--- src/rtl/decoder_rr_arbiter_if.sv ---
// Request/grant bus between the requesters and the round-robin arbiter.
// The master side drives requests and release; the slave side is the arbiter.
interface decoder_rr_arbiter_if #(
  parameter int N = 3
);
  logic [(1<<N)-1:0] req;
  logic              done;
  logic [(1<<N)-1:0] grant;
  logic [N-1:0]      grant_idx;
  logic              grant_valid;
  logic              timeout;

  modport master (
    output req, done,
    input  grant, grant_idx, grant_valid, timeout
  );

  modport slave (
    input  req, done,
    output grant, grant_idx, grant_valid, timeout
  );
endinterface

--- src/rtl/decoder_rr_arbiter.sv ---
// Round-robin arbiter over 2**N requesters; the registered winner index is
// decoded into a one-hot grant, with an optional hold-time limit per grant.
module decoder_rr_arbiter #(
  parameter int N        = 3,
  parameter int MAX_HOLD = 16
) (
  input  logic                 clk,
  input  logic                 reset,
  decoder_rr_arbiter_if.slave  bus
);

  localparam int W         = 1 << N;
  localparam int HW        = (MAX_HOLD < 1) ? 1 : $clog2(MAX_HOLD + 1);
  localparam int HOLD_LAST = (MAX_HOLD > 0) ? MAX_HOLD - 1 : 0;

  typedef enum logic {IDLE, BUSY} state_t;

  state_t        state, state_n;
  logic [N-1:0]  ptr, ptr_n;
  logic [N-1:0]  grant_idx, grant_idx_n;
  logic [HW-1:0] hold_cnt, hold_cnt_n;
  logic          timeout, timeout_n;

  logic [N-1:0]  winner;
  logic [N-1:0]  cand;
  logic          found;
  logic          release_req;
  logic          hold_expired;

  // Scan ptr, ptr+1, ... wrapping modulo 2**N; the N-bit add does the wrap.
  always_comb begin
    winner = ptr;
    cand   = ptr;
    found  = 1'b0;
    for (int i = 0; i < W; i++) begin
      cand = ptr + N'(i);
      if (!found && bus.req[cand]) begin
        winner = cand;
        found  = 1'b1;
      end
    end
  end

  assign release_req  = bus.done || !bus.req[grant_idx];
  assign hold_expired = (MAX_HOLD != 0) && (hold_cnt == HW'(HOLD_LAST));

  // NOTE: every output of this block gets a default first so no path leaves
  // a signal unassigned, which would otherwise infer a latch.
  always_comb begin
    state_n     = state;
    ptr_n       = ptr;
    grant_idx_n = grant_idx;
    hold_cnt_n  = hold_cnt;
    timeout_n   = 1'b0;
    unique case (state)
      IDLE: begin
        if (|bus.req) begin
          grant_idx_n = winner;
          hold_cnt_n  = '0;
          state_n     = BUSY;
        end
      end
      BUSY: begin
        // Release wins over an expiring hold timer, so timeout stays low then.
        if (release_req || hold_expired) begin
          state_n   = IDLE;
          ptr_n     = grant_idx + N'(1);
          timeout_n = !release_req;
        end else begin
          hold_cnt_n = hold_cnt + HW'(1);
        end
      end
      default: state_n = IDLE;
    endcase
  end

  // NOTE: state registers use non-blocking assignments so every flop samples
  // the pre-edge values regardless of statement order.
  always_ff @(posedge clk) begin
    if (reset) begin
      state     <= IDLE;
      ptr       <= '0;
      grant_idx <= '0;
      hold_cnt  <= '0;
      timeout   <= 1'b0;
    end else begin
      state     <= state_n;
      ptr       <= ptr_n;
      grant_idx <= grant_idx_n;
      hold_cnt  <= hold_cnt_n;
      timeout   <= timeout_n;
    end
  end

  // Grant is a pure decode of registered state: no req-to-grant comb path.
  always_comb begin
    bus.grant            = '0;
    bus.grant[grant_idx] = (state == BUSY);
  end

  assign bus.grant_idx   = grant_idx;
  assign bus.grant_valid = (state == BUSY);
  assign bus.timeout     = timeout;

endmodule

--- src/flat_wrapper.sv ---
// flat-port wrapper written by rule: the top's interface ports become plain ports
module decoder_rr_arbiter_flat 
#(
  parameter int N        = 3,
  parameter int MAX_HOLD = 16
)
  (clk, reset, bus_req, bus_done, bus_grant, bus_grant_idx, bus_grant_valid, bus_timeout);
  decoder_rr_arbiter_if #(.N(N)) bus_i ();
  input  logic clk;
  input  logic reset;
  input wire logic [$bits(bus_i.req)-1:0] bus_req;
  input wire logic [$bits(bus_i.done)-1:0] bus_done;
  output wire logic [$bits(bus_i.grant)-1:0] bus_grant;
  output wire logic [$bits(bus_i.grant_idx)-1:0] bus_grant_idx;
  output wire logic [$bits(bus_i.grant_valid)-1:0] bus_grant_valid;
  output wire logic [$bits(bus_i.timeout)-1:0] bus_timeout;
  assign bus_i.req = bus_req;
  assign bus_i.done = bus_done;
  assign bus_grant = bus_i.grant;
  assign bus_grant_idx = bus_i.grant_idx;
  assign bus_grant_valid = bus_i.grant_valid;
  assign bus_timeout = bus_i.timeout;
  decoder_rr_arbiter #(.N(N), .MAX_HOLD(MAX_HOLD)) u_core (.clk(clk), .reset(reset), .bus(bus_i));
endmodule
--- config.mk ---
export PLATFORM = sky130hd
export DESIGN_NAME = decoder_rr_arbiter_flat
export DESIGN_NICKNAME = d
export VERILOG_FILES = /design/src/rtl/decoder_rr_arbiter_if.sv /design/src/rtl/decoder_rr_arbiter.sv /design/src/flat_wrapper.sv
export SDC_FILE = /design/constraint.sdc
export NUM_CORES = 1
export LEC_CHECK = 0
export ABC_AREA = 1
export BUFFER_PORTS_ARGS = -buffer_cell sky130_fd_sc_hd__buf_2
export CAP_MARGIN = 0
export CORE_ASPECT_RATIO = 0.7
export CORE_MARGIN = 5
export CORE_UTILIZATION = 50
export DETAILED_ROUTE_END_ITERATION = 12
export PLACE_DENSITY = 0.75
export SKIP_LAST_GASP = 1
export SLEW_MARGIN = 5
export SYNTH_ARGS = -nofsm -noshare
export SYNTH_HDL_FRONTEND = slang
export SYNTH_SLANG_ARGS = --single-unit
export TNS_END_PERCENT = 50
--- constraint.sdc ---
create_clock -name clk -period 2.2 [get_ports clk]
set_input_delay 0 -clock clk [delete_from_list [all_inputs] [get_ports clk]]
set_output_delay 0 -clock clk [all_outputs]
set_load 0.03 [all_outputs]
Word-level counts from Yosys, hierarchy flattened
Index checks and enable logic that the tools add are counted.

word-level totals
  flip-flop bits (word level) = 13
  word-level logic and storage cells = 94
  input bits = 11
  output and inout port bits = 13

operators by class
  bitwise operators = 3
  $add $sub $neg = 9
  $lt $le $gt $ge = 10
  reductions and logical operators = 24
  eq/ne operators = 3
  muxes and demuxes = 40

operators by type and width
  kind                                                                           count
  3-bit by 4-bit less-than comparator with 1-bit output (second input constant)  9
  1-bit binary-select mux with 3-bit select                                      9
  3-bit two-way mux                                                              7
  1-bit two-way mux                                                              19
  3-bit adder (second input constant)                                            4
  5-bit two-way mux                                                              2
  5-bit one-hot mux with 2 select lines                                          1
  1-bit zero test                                                                9
  8-bit AND                                                                      1
  1-bit logical AND                                                              8
  8-bit OR reduction                                                             1
  3-bit by 1-bit adder with 3-bit output (second input constant)                 2
  3-bit by 2-bit adder with 3-bit output (second input constant)                 2
  2-bit AND reduction                                                            3
  5-bit by 1-bit adder with 5-bit output (second input constant)                 1
  5-bit by 4-bit equality test with 1-bit output (second input constant)         1
  1-bit demux with 3-bit select                                                  1
  3-bit by 1-bit >= comparator with 1-bit output (second input constant)         1
  3-bit OR reduction                                                             1
  1-bit logical OR                                                               2
  2-bit by 1-bit inequality test with 1-bit output (second input constant)       1
  2-bit inequality test (second input constant)                                  1
  1-bit inverter                                                                 2
  1-bit one-hot mux with 2 select lines                                          1

Depth between registers and ports, before layout
Gate-level depths: netlist (run 1).

  depth after elaboration = 24
  depth in mapped cells = 21

Worst setup path after synthesis (run 1)
OpenSTA, ideal clock, no wires.

  kind = register to register
  from = register u_core.ptr[0]
  to = register u_core.grant_idx[2], in the netlist u_core.bus.grant_idx[2]
  library setup time = 0.122 ns
  path buffers = 2
  period minus slack after synthesis = 2.337 ns
  data arrival time = 2.215 ns
  setup slack = -0.137 ns
  cell stages (with the launch flop) = 17
  data required time = 2.078 ns
  cell sequence = dfxtp_1 > buf_6 > inv_4 > buf_12 > ha_1 > inv_1 > nand3_1 > nand3_2 > o21ai_2 > nor3_4 > nand3_1 > o21ai_1 > inv_1 > nand2_1 > nand2_1 > nand2_1 > a21oi_2

on the way
  cells in the longest elaborated chain, start to end = 24

ends and longest elaborated chain
  element                                                                          RTL line                  text
  from (decl)                                                                      decoder_rr_arbiter.sv:19  logic [N-1:0] ptr, ptr_n;
  from (signal assigned)                                                           decoder_rr_arbiter.sv:88  ptr <= ptr_n;
  branches (longest 23 deep; another with 3-bit by 1-bit adder with 3-bit output)  -
  3-bit two-way mux (*)                                                            decoder_rr_arbiter.sv:37  if (!found && bus.req[cand]) begin
  to (signal assigned)                                                             decoder_rr_arbiter.sv:89  grant_idx <= grant_idx_n;
  to (decl)                                                                        decoder_rr_arbiter.sv:20  logic [N-1:0] grant_idx, grant_idx_n;

Every way passes the cells marked *. The select of a mux whose other input is x is not followed.
A chain may end at the register's enable or synchronous reset.

Worst setup path after layout (run 1)
  from = register u_core.ptr[0]
  to = register u_core.grant_idx[1], in the netlist u_core.bus.grant_idx[1]

Same word-level chain as after synthesis.

==> reports/qor.yml, run 1 <==
outcome: "finished clean"
synth_edf_count: 0
die_y_um: 55.7
power_density_nw_per_um2: 1100
ys_ff_latch: 13
synth_cell_types: 35
crit_arrival_ns: 2.22
clock_sinks: 13
cts_tree: "built"
cts_made_buffers: 3
final_cells: 300
hold_path_startpoint: "reset"
max_slew_margin: 0.692
reg2reg_slack_ns: 0.11
startpoint_type: "register"
grt_use_met1: 0.323
setup_tns_ns: 0
fin_crit_ns: 2.09
cts-root-buf: "clkbuf_8"
slew_violations: 0
required_ns: 2.33
grt_max_degree: 9
hold_viol: 0
drive_above_1_share: 0.322
grt_pass1_wl_um: 6630
hp-class: "in2reg"
synthesis.area_sq_um: 1490
drtIter0Drc: 121
fill_cells: 276
syn_area_per_cell_sq_um: 6.42
die_area_sq_um: 4190
core-area_sq_um: 2820
cts_buffer_depth: 2
reg2reg_depth: 16
drt_wl_total_um: 3980
start_util: 0.527
reg2reg_from: "u_core.ptr[0]"
portBuffers: 23
max-vdd-ir-drop_mv: 0.572
ys.warnings.count: 0
num_rows: 16
min_delay_path_depth: 2
critPathKind: "reg2reg"
fmax_mhz: 479
crit_path_end_kind: "register"
r2r_end: "u_core.bus.grant_idx[1]"
synth_flop_cell: "dfxtp_1"
antenna_found_initial: 0
use_met2: 0.272
wl_per_cell_um: 13.3
hpwlAfterDp_um: 3230
use_met3: 0.0397
worst_hold_slack_ns: 0.0341
final_common_cell: "nand2_1"
clk_latency_ns: 0.25
antenna_cells: 0
track_usage: 0.202
setup_viol: 0
grt_pass1_vias: 1436
gr-total-overflow: 0
area_growth_pct: 18.9
path_clk_slew_ns: 0.06
netlist_instances: 232
drc_errors: 0
final_cell_mix: "48 x nand2_1, 34 x nand3_1, 25 x inv_1, 23 x buf_2, 17 x nor2_1"
io-pin-count: 24
cp_max_fo: 7
via_per_inst: 5.32
place_inst: 296
period_share: 0.950
syn_nets: 248
ctsHtreeMaxLevel: 1
place_congestion: 0.853
max-cap-violations: 0
routed-via-count: 1596
hold-path-endpoint: "u_core.hold_cnt[4]"
total_power_mw: 1.95
finish.net_count: 281
cellLeakagePower_nw: 0.875
grt-busiest-layer: "met1"
rsz0062_at_grt: "true"
tightest_slew_ns: 0.459
drtPass1Iterations: 4
die_w_um: 75.2
drtAntennaViolNets: 0
synth_async_sr_flop_share: 0
fin_skew_ns: 0.00112
seq_area_frac_synth: 0.175
[worst max path at each step]
stage,from,end,slack [ns]
5_1_grt,u_core.ptr[0],u_core.bus.grant_idx[0],-0.05
4_1_cts,u_core.ptr[0],u_core.bus.grant_idx[1],0.07
3_3_place_gp,u_core.ptr[0],u_core.bus.grant_idx[2],0.12
6_report,u_core.ptr[0],u_core.bus.grant_idx[1],0.11
2_1_floorplan,u_core.ptr[0],u_core.bus.grant_idx[0],0.02
3_5_place_dp,u_core.ptr[0],u_core.bus.grant_idx[1],0.08
[power by group]
part           internal, mW  leakage, nW  switching (mW)
logic                 0.480        0.741           0.916
registers             0.283        0.108          0.0561
clock network         0.125       0.0255          0.0910
[synthesized netlist by cell type (3+ instances only)]
library cell	number	area (sq um)
nor3_1	3	15.0
inv_1	26	97.6
o21ai_0	10	50.1
ha_1	5	62.6
nand2_4	8	90.1
xor2_1	4	35.0
nor2_1	18	67.6
nand3_1	35	175
nand2_1	48	180
dfxtp_1	13	260
a21oi_1	14	70.1
o21ai_1	5	25.0
nand2_2	9	56.3
nand3_2	7	70.1
nor2_2	3	18.8
[final cells by class]
type	count	area, sq um	share of cell area
clock buffer	3	41.3	0.0233
clock inverter	1	5.00	0.00283
inverter	30	121	0.0686
multi-input combinational	184	1100	0.623
sequential	13	265	0.150
tap	36	45.0	0.0254
timing repair buffer	33	190	0.107
[worst max-delay path, stage by stage (launching register included)]
cell and delay (ns):
dfxtp_2 0.36, inv_4 0.05, ha_4 0.27, inv_4 0.09, nand3_2 0.08, nand2_1 0.10
nand2_2 0.07, nand2_4 0.07, nand2_4 0.05, nor3_4 0.24, nand2_1 0.10, nor2_2 0.12
nand2_2 0.07, clkinv_2 0.08, a21oi_1 0.06, nand2_1 0.09, a21oi_1 0.06
[repair_timing]
| item | in CTS | in global routing |
|---|---|---|
| gates resized for setup | 0 | 9 |
| hold buffers | 0 | 0 |
| endpoints found under the setup margin | 0 | 9 |
| buffers inserted | 0 | 0 |
[per-layer routing]
metal  wire [um]  up-vias
met5           0        -
met4          23        0
met3         335        2
met2        1620       51
met1        2000      715
li1            -      828
[flip-flops by register name, summed over array words and instances, names as in the netlist]
register and cells:
u_core.bus.timeout 1, u_core.bus.grant_valid 1, u_core.hold_cnt 5, u_core.ptr 3, u_core.bus.grant_idx 3
[cells by family after synthesis]
| logic type | count (synthesis) | synth area share |
|---|---|---|
| xor gates and xnor gates | 6 | 0.0403 |
| buffers and inverters | 35 | 0.116 |
| AOI/OAI and AO/OA | 34 | 0.124 |
| and+or+nand+nor | 139 | 0.503 |
| DFF | 13 | 0.175 |
| adders and majority gates | 5 | 0.0420 |
[through the flow]
| stage | setup WS [ns] | instance area [sq um] | util |
|---|---|---|---|
| floorplan | 0.0208 | 1510 | - |
| global placement | 0.119 | 1690 | 0.599 |
| detailed placement | 0.0816 | 1690 | 0.599 |
| CTS | 0.0690 | 1740 | 0.615 |
| global route | -0.0474 | 1770 | 0.627 |
| finish | 0.111 | 1770 | 0.627 |
(Power assumes the default switching activity.)
==> run 2, diff against run 1 <==
--- a/config.mk
+++ b/config.mk
@@ -5,14 +5,14 @@
 export SDC_FILE = /design/constraint.sdc
 export NUM_CORES = 1
 export LEC_CHECK = 0
-export ABC_AREA = 1
+export ABC_AREA = 0
 export BUFFER_PORTS_ARGS = -buffer_cell sky130_fd_sc_hd__buf_2
 export CAP_MARGIN = 0
 export CORE_ASPECT_RATIO = 0.7
 export CORE_MARGIN = 5
 export CORE_UTILIZATION = 50
 export DETAILED_ROUTE_END_ITERATION = 12
-export PLACE_DENSITY = 0.75
+export PLACE_DENSITY = 0.74
 export SKIP_LAST_GASP = 1
 export SLEW_MARGIN = 5
 export SYNTH_ARGS = -nofsm -noshare
==> run 2 against run 1 <==
  * The run now ends with setup timing left
  * Total power decreased by 15%
  * Hold slack improved by 0.074 ns
  * Core utilization increased by 4.3 points
  * Cell area increased by 22%
  * Non-clock buffer count increased by 20
  * Cell count decreased by 8.7%
  * Via count increased by 3.9%
  * Global-route usage increased by 1.0 points
  * Critical endpoint unchanged
==> reports/qor.yml, run 2 <==
outcome: "finished with violations"
failed_checks: "setup timing"
drc_errors: 0  # unchanged
largest_register_ffs: 5  # unchanged
fmax_mhz: 400  # -16%
synthesis.area_sq_um: 1720  # +16%
num_rows: 17  # +1
seq_area_frac_synth: 0.151  # -0.0238
cpMostUsedCell: "buf_4"
register_area_sq_um: 262  # -1.4%
clk_latency_ns: 0.24  # about the same
syn_area_per_cell_sq_um: 9.53  # +48%
netlist_instances: 181  # -22%
required_ns: 2.32  # about the same
drtPass1Iterations: 5  # +1
synth_flop_cell: "dfxtp_1"
synth_top_area_frac: 0.152  # -0.0224
switchingPower_mw: 0.713  # -33%
startpoint_type: "register"
slew_violations: 0  # unchanged
hold_path_startpoint: "reset"
fin_crit_ns: 2.50  # +0.409 ns
setup_viol: 3  # +3
cts_buffer_depth: 2  # unchanged
antenna_cells: 0  # unchanged
hold_viol: 0  # unchanged
max_slew_margin: 0.736  # +0.0438
drtIter0Drc: 127  # +5.0%
fin_skew_ns: 0.00492  # +0.00380 ns
max-vdd-ir-drop_mv: 0.550  # -3.8%
rsz0062_at_grt: "true"
fill_cells: 274  # -0.72%
ys.warnings.count: 0  # unchanged
die_w_um: 80.2  # +6.6%
crit_path_end_kind: "register"
multi_input_area_sq_um: 1420  # +29%
cellLeakagePower_nw: 0.826  # -5.6%
yosysMostFrequentCell: "nor2_1"
io-pin-count: 24  # unchanged
synth_top_area_cell: "mux4_1"
core-area_sq_um: 3230  # +15%
finish.net_count: 244  # -13%
synth_edf_count: 0  # unchanged
swShare: 0.430  # -0.115
drtAntennaViolNets: 0  # unchanged
crit_arrival_ns: 2.62  # +0.40 ns
p_seq_frac: 0.179  # +0.005
tightest_slew_ns: 0.385  # -0.0736 ns
area_growth_pct: 25.6
ctsHtreeMaxLevel: 1  # unchanged
grt_pass1_vias: 1578  # +9.9%
hp-class: "in2reg"
final_common_cell: "buf_4"
drive_above_1_share: 0.410  # +0.0877
cts-root-buf: "clkbuf_8"
synth.area.top_cells: "mux4_1 15%, dfxtp_1 15%, mux4_2 6.5%"
path_cells: "clkinvlp_4, ha_4, buf_4, mux4_2, mux2i_4, buf_4, buf_4, a21oi_1, o22ai_1, o31a_1, o22ai_2"
clock_sinks: 13  # unchanged
startpoint: "u_core.ptr[0]"
place_congestion: 0.945  # +11%
cp_max_fo: 7  # unchanged
grt_max_degree: 18  # +9
cts_made_buffers: 3  # unchanged
pre_cts_slack_ns: -0.339  # -0.420 ns
path_clk_slew_ns: 0.06  # about the same
place_inst: 264  # -11%
regMostFlops: "u_core.hold_cnt"
clockPowerShare: 0.130  # +0.019
syn_nets: 197  # -21%
synth_cell_types: 52  # +49%
worst_path_largest_cell_delay_ns: 0.42  # +0.06 ns
drt_wl_total_um: 4780  # +20%
final_cell_mix: "27 x buf_4, 23 x buf_2, 21 x nor2_1, 16 x nand2_1, 12 x dfxtp_1"
hpwlAfterDp_um: 3610  # +12%
synth_async_sr_flop_share: 0  # unchanged
grt_pass1_wl_um: 7800  # +18%
gr-total-overflow: 0  # unchanged
via_per_inst: 6.05  # +14%
portBuffers: 23  # unchanged
die_y_um: 59.1  # +6.2%
critPathKind: "reg2reg"
setup_slack_ns: -0.299  # -0.409 ns
antenna_found_initial: 0  # unchanged
period_share: 1.14  # +0.186
routed-via-count: 1659  # +3.9%
ys_ff_latch: 13  # unchanged
combPwrFrac: 0.691  # -0.024
wl_per_cell_um: 17.4  # +32%
reg_top3: "u_core.hold_cnt x5, u_core.bus.grant_idx x3, u_core.ptr x3"
slowest_stage: "mux4_2"
final_cells: 274  # -8.7%
start_util: 0.533  # +0.00580
yosys-top-cells-count: "23 x nor2_1, 16 x nand2_1, 13 x dfxtp_1"
max-cap-violations: 0  # unchanged
p_int_mw: 0.945  # +6.4%
reg2reg_from: "u_core.ptr[0]"
track_usage: 0.212  # +0.0101
power_density_nw_per_um2: 766  # -31%
die_area_sq_um: 4740  # +13%
cts_tree: "built"
run 2: worst paths after layout:
kind,end,slack (ns),cells after the start
worst max-delay path,u_core.bus.grant_idx[1],-0.30,11
worst min-delay path,u_core.hold_cnt[1],0.11,2
worst max register to register,u_core.bus.grant_idx[1],-0.30,11
worst min register to register,u_core.hold_cnt[2],0.51,1
run 2: layout make-up:
cell class | count | area share
sequential | 13 | 0.121
multi-input combinational | 152 | 0.655
inverter | 5 | 0.0104
clock buffer | 4 | 0.0208
tap | 47 | 0.0272
timing repair buffer | 53 | 0.166
run 2: per-layer routing:
metal  vias up  track usage  part of all wire  wire [um]
li1        793            -                 -          -
met1       798        0.314              0.47       2250
met2        66        0.325              0.46       2190
met3         2       0.0441             0.067        322
met4         0       0.0289            0.0031         15
met5         -            0                 0          0
run 2: repair_timing:
action | in CTS | in global routing
endpoints found under the hold margin | 1 | 0
endpoints found under the setup margin | 3 | 4
hold buffers | 1 | 0
resized for setup | 7 | 9
buffers inserted | 3 | 2
pin swaps | 5 | 4
run 2: power groups by stage:
stage / registers (mW) / logic [mW] / clock network, mW
after floorplan: 0.326 / 0.731 / 0
after global placement: 0.298 / 1.01 / 0
after detailed placement: 0.301 / 1.02 / 0
after CTS: 0.296 / 1.07 / 0.220
after global routing: 0.301 / 1.22 / 0.238
final: 0.298 / 1.15 / 0.215
run 2: stage by stage:
step / setup TNS [ns] / total power [mW] / instance area [sq um] / utilization / hold WS (ns)
finish: -0.798 / 1.66 / 2170 / 0.670 / 0.108
global route: -1.18 / 1.76 / 2170 / 0.670 / 0.129
CTS: -0.744 / 1.59 / 2100 / 0.650 / 0.104
detailed placement: -0.904 / 1.32 / 2030 / 0.627 / 0.191
global placement: -0.688 / 1.30 / 2030 / 0.627 / 0.185
floorplan: -1.28 / 1.06 / 1750 / - / 0.0761
run 2: worst max-delay path, delay by kind of cell, from the launching register on:
kind                     cells  cell delay (ns)
flip-flops                   1             0.35
multiplexers                 2             0.70
adder cells (fa/ha/maj)      1             0.34
AO/OA/AOI/OAI                4             0.43
buffers and inverters        4             0.55
run 2: logic make-up after synthesis:
group                      count (synthesis)  synth area share
and+or+nand+nor                           70             0.192
DFF                                       13             0.151
adders and majority gates                  5            0.0363
xor gates and xnor gates                   6            0.0414
AOI/OAI and AO/OA                         40             0.173
buffers and inverters                     16            0.0602
muxes                                     31             0.345
==> run 3, diff against run 2 <==
--- a/config.mk
+++ b/config.mk
@@ -8,12 +8,10 @@
 export ABC_AREA = 0
 export BUFFER_PORTS_ARGS = -buffer_cell sky130_fd_sc_hd__buf_2
 export CAP_MARGIN = 0
-export CORE_ASPECT_RATIO = 0.7
 export CORE_MARGIN = 5
 export CORE_UTILIZATION = 50
 export DETAILED_ROUTE_END_ITERATION = 12
 export PLACE_DENSITY = 0.74
-export SKIP_LAST_GASP = 1
 export SLEW_MARGIN = 5
 export SYNTH_ARGS = -nofsm -noshare
 export SYNTH_HDL_FRONTEND = slang
==> run 3 against run 2 <==
  * The flow still finishes with violations (setup timing)
  * Global-route usage rose by 0.42 points
  * Flip-flop and latch count did not move
  * Clock-buffer cell count down 1
  * Critical path type unchanged
  * Largest cell class unchanged
==> reports/qor.yml, run 3 (synthesis results as in run 2) <==
outcome: "finished with violations"
failed_checks: "setup timing"
hpwlAfterDp_um: 3710  # +2.7%
reg2reg_slack_ns: -0.26  # +0.04 ns
clock_sinks: 13  # unchanged
antenna_cells: 0  # unchanged
via_per_inst: 6.13  # +1.3%
core-area_sq_um: 3340  # +3.2%
startpoint_type: "register"
setup_viol: 3  # unchanged
clockPowerShare: 0.101  # -0.029
cts_buffer_depth: 2  # unchanged
required_ns: 2.38  # +0.06 ns
drtIter0Drc: 136  # +7.1%
rsz0062_at_grt: "true"
register_area_sq_um: 262  # unchanged
grt_pass1_vias: 1581  # +0.19%
combPwrFrac: 0.708  # +0.017
path_cells: "clkinvlp_4, ha_4, buf_4, mux4_2, mux2i_4, buf_6, o211ai_2, a41oi_2, xnor2_1, mux2i_1, nor2_1"
max-vdd-ir-drop_mv: 0.395  # -28%
gr-total-overflow: 0  # unchanged
antenna_found_initial: 0  # unchanged
crit_path_end_kind: "register"
die_y_um: 68.7  # +16%
reg2reg_from: "u_core.ptr[0]"
cellLeakagePower_nw: 0.808  # -2.2%
r2r_end: "u_core.bus.grant_idx[0]"
fmax_mhz: 406  # +1.6%
hold-path-endpoint: "u_core.ptr[2]"
final_cell_mix: "25 x buf_4, 23 x buf_2, 22 x nor2_1, 16 x nand2_1, 12 x dfxtp_1"
drive_above_1_share: 0.391  # -0.0186
reg_top3: "u_core.hold_cnt x5, u_core.bus.grant_idx x3, u_core.ptr x3"
portBuffers: 23  # unchanged
drt_wl_total_um: 4690  # -2.0%
finish.net_count: 242  # -0.82%
drtAntennaViolNets: 0  # unchanged
die_area_sq_um: 4720  # -0.40%
regMostFlops: "u_core.hold_cnt"
tightest_slew_ns: 0.317  # -0.0679 ns
fin_skew_ns: 0.00482  # -0.0000976 ns
max-cap-violations: 0  # unchanged
cts_tree: "built"
path_clk_slew_ns: 0.09  # +0.03 ns
p_seq_frac: 0.191  # +0.012
slew_violations: 0  # unchanged
max_slew_margin: 0.782  # +0.0466
crit_family: "multiplexers"
setup_tns_ns: -0.762  # +0.0352 ns
track_usage: 0.216  # +0.00423
start_util: 0.517  # -0.0166
wl_per_cell_um: 17.3  # -0.88%
ctsHtreeMaxLevel: 1  # unchanged
die_w_um: 68.7  # -14%
area_growth_pct: 22.0
hold_viol: 0  # unchanged
largest_register_ffs: 5  # unchanged
setup_slack_ns: -0.260  # +0.0385 ns
drc_errors: 0  # unchanged
min_delay_path_depth: 2  # unchanged
cts-root-buf: "clkbuf_4"
critPathKind: "reg2reg"
p_int_mw: 0.858  # -9.2%
worst_path_largest_cell_delay_ns: 0.54  # +0.12 ns
swShare: 0.443  # +0.0132
cp_max_fo: 8  # +1
worst-path-buf-inv: 3  # -1
hold_path_startpoint: "reset"
cts_made_buffers: 3  # unchanged
finish.utilization: 0.630  # -0.0396
slowest_stage: "mux4_2"
place_inst: 264  # unchanged
grt_pass1_wl_um: 7530  # -3.5%
final_common_cell: "buf_4"
drtPass1Iterations: 4  # -1
num_rows: 21  # +4
io-pin-count: 24  # unchanged
fill_cells: 308  # +12%
multi_input_area_sq_um: 1390  # -2.0%
routed-via-count: 1662  # +0.18%
fin_crit_ns: 2.46  # -0.0385 ns
place_congestion: 0.917  # -3.0%
clk_latency_ns: 0.29  # +0.05 ns
switchingPower_mw: 0.683  # -4.2%
grt_max_degree: 22  # +4
final_cells: 271  # -1.1%
hp-class: "in2reg"
power_density_nw_per_um2: 733  # -4.3%
period_share: 1.12  # -0.0175
crit_arrival_ns: 2.64  # +0.02 ns
reg2reg_depth: 11  # unchanged
run 3: what timing repair did:
item | CTS | global route
pin swaps | 1 | 1
hold buffers | 1 | 0
endpoints found under the setup margin | 3 | 4
buffers inserted | 2 | 0
hold endpoints to repair | 1 | 0
resized for setup | 7 | 2
run 3: routing by layer:
metal / vias to the layer above / GRT usage / wire, um
met5: - / 0 / 0
met3: 8 / 0.0292 / 245
met4: 0 / 0.0584 / 63
met2: 48 / 0.395 / 2520
met1: 819 / 0.264 / 1860
li1: 787 / - / -
run 3: final cells by class:
cell class | instances | area share
Clock inverter | 1 | 0.00238
Inverter | 5 | 0.0107
Tap cell | 46 | 0.0274
Sequential cell | 13 | 0.124
Clock buffer | 3 | 0.0107
Timing Repair Buffer | 51 | 0.164
Multi-Input combinational cell | 152 | 0.661
run 3: through the flow:
| stage | hold WS, ns | cell area (sq um) | setup slack (ns) | total power [mW] |
|---|---|---|---|---|
| after detailed placement | 0.194 | 2030 | -0.387 | 1.34 |
| after global placement | 0.189 | 2030 | -0.256 | 1.31 |
| after CTS | 0.0533 | 2100 | -0.297 | 1.54 |
| after global routing | 0.0680 | 2100 | -0.386 | 1.64 |
| after floorplan | 0.0761 | 1750 | -0.437 | 1.06 |
| final | 0.0548 | 2100 | -0.260 | 1.54 |
run 3: worst max path at each step:
stage	start	to	slack, ns	cells past startpoint
global placement	u_core.ptr[0]	u_core.bus.grant_idx[1]	-0.26	9
CTS	u_core.ptr[0]	u_core.bus.grant_idx[0]	-0.30	11
detailed placement	u_core.ptr[0]	u_core.bus.grant_idx[2]	-0.39	9
finish	u_core.ptr[0]	u_core.bus.grant_idx[0]	-0.26	11
global route	u_core.ptr[0]	u_core.bus.grant_idx[2]	-0.39	8
floorplan	u_core.ptr[0]	u_core.bus.grant_idx[2]	-0.44	11
run 3: power groups by stage:
stage	registers, mW	clock network (mW)	logic [mW]
detailed placement	0.300	0	1.04
finish	0.295	0.156	1.09
CTS	0.295	0.161	1.08
floorplan	0.326	0	0.731
global route	0.301	0.175	1.17
global placement	0.299	0	1.01
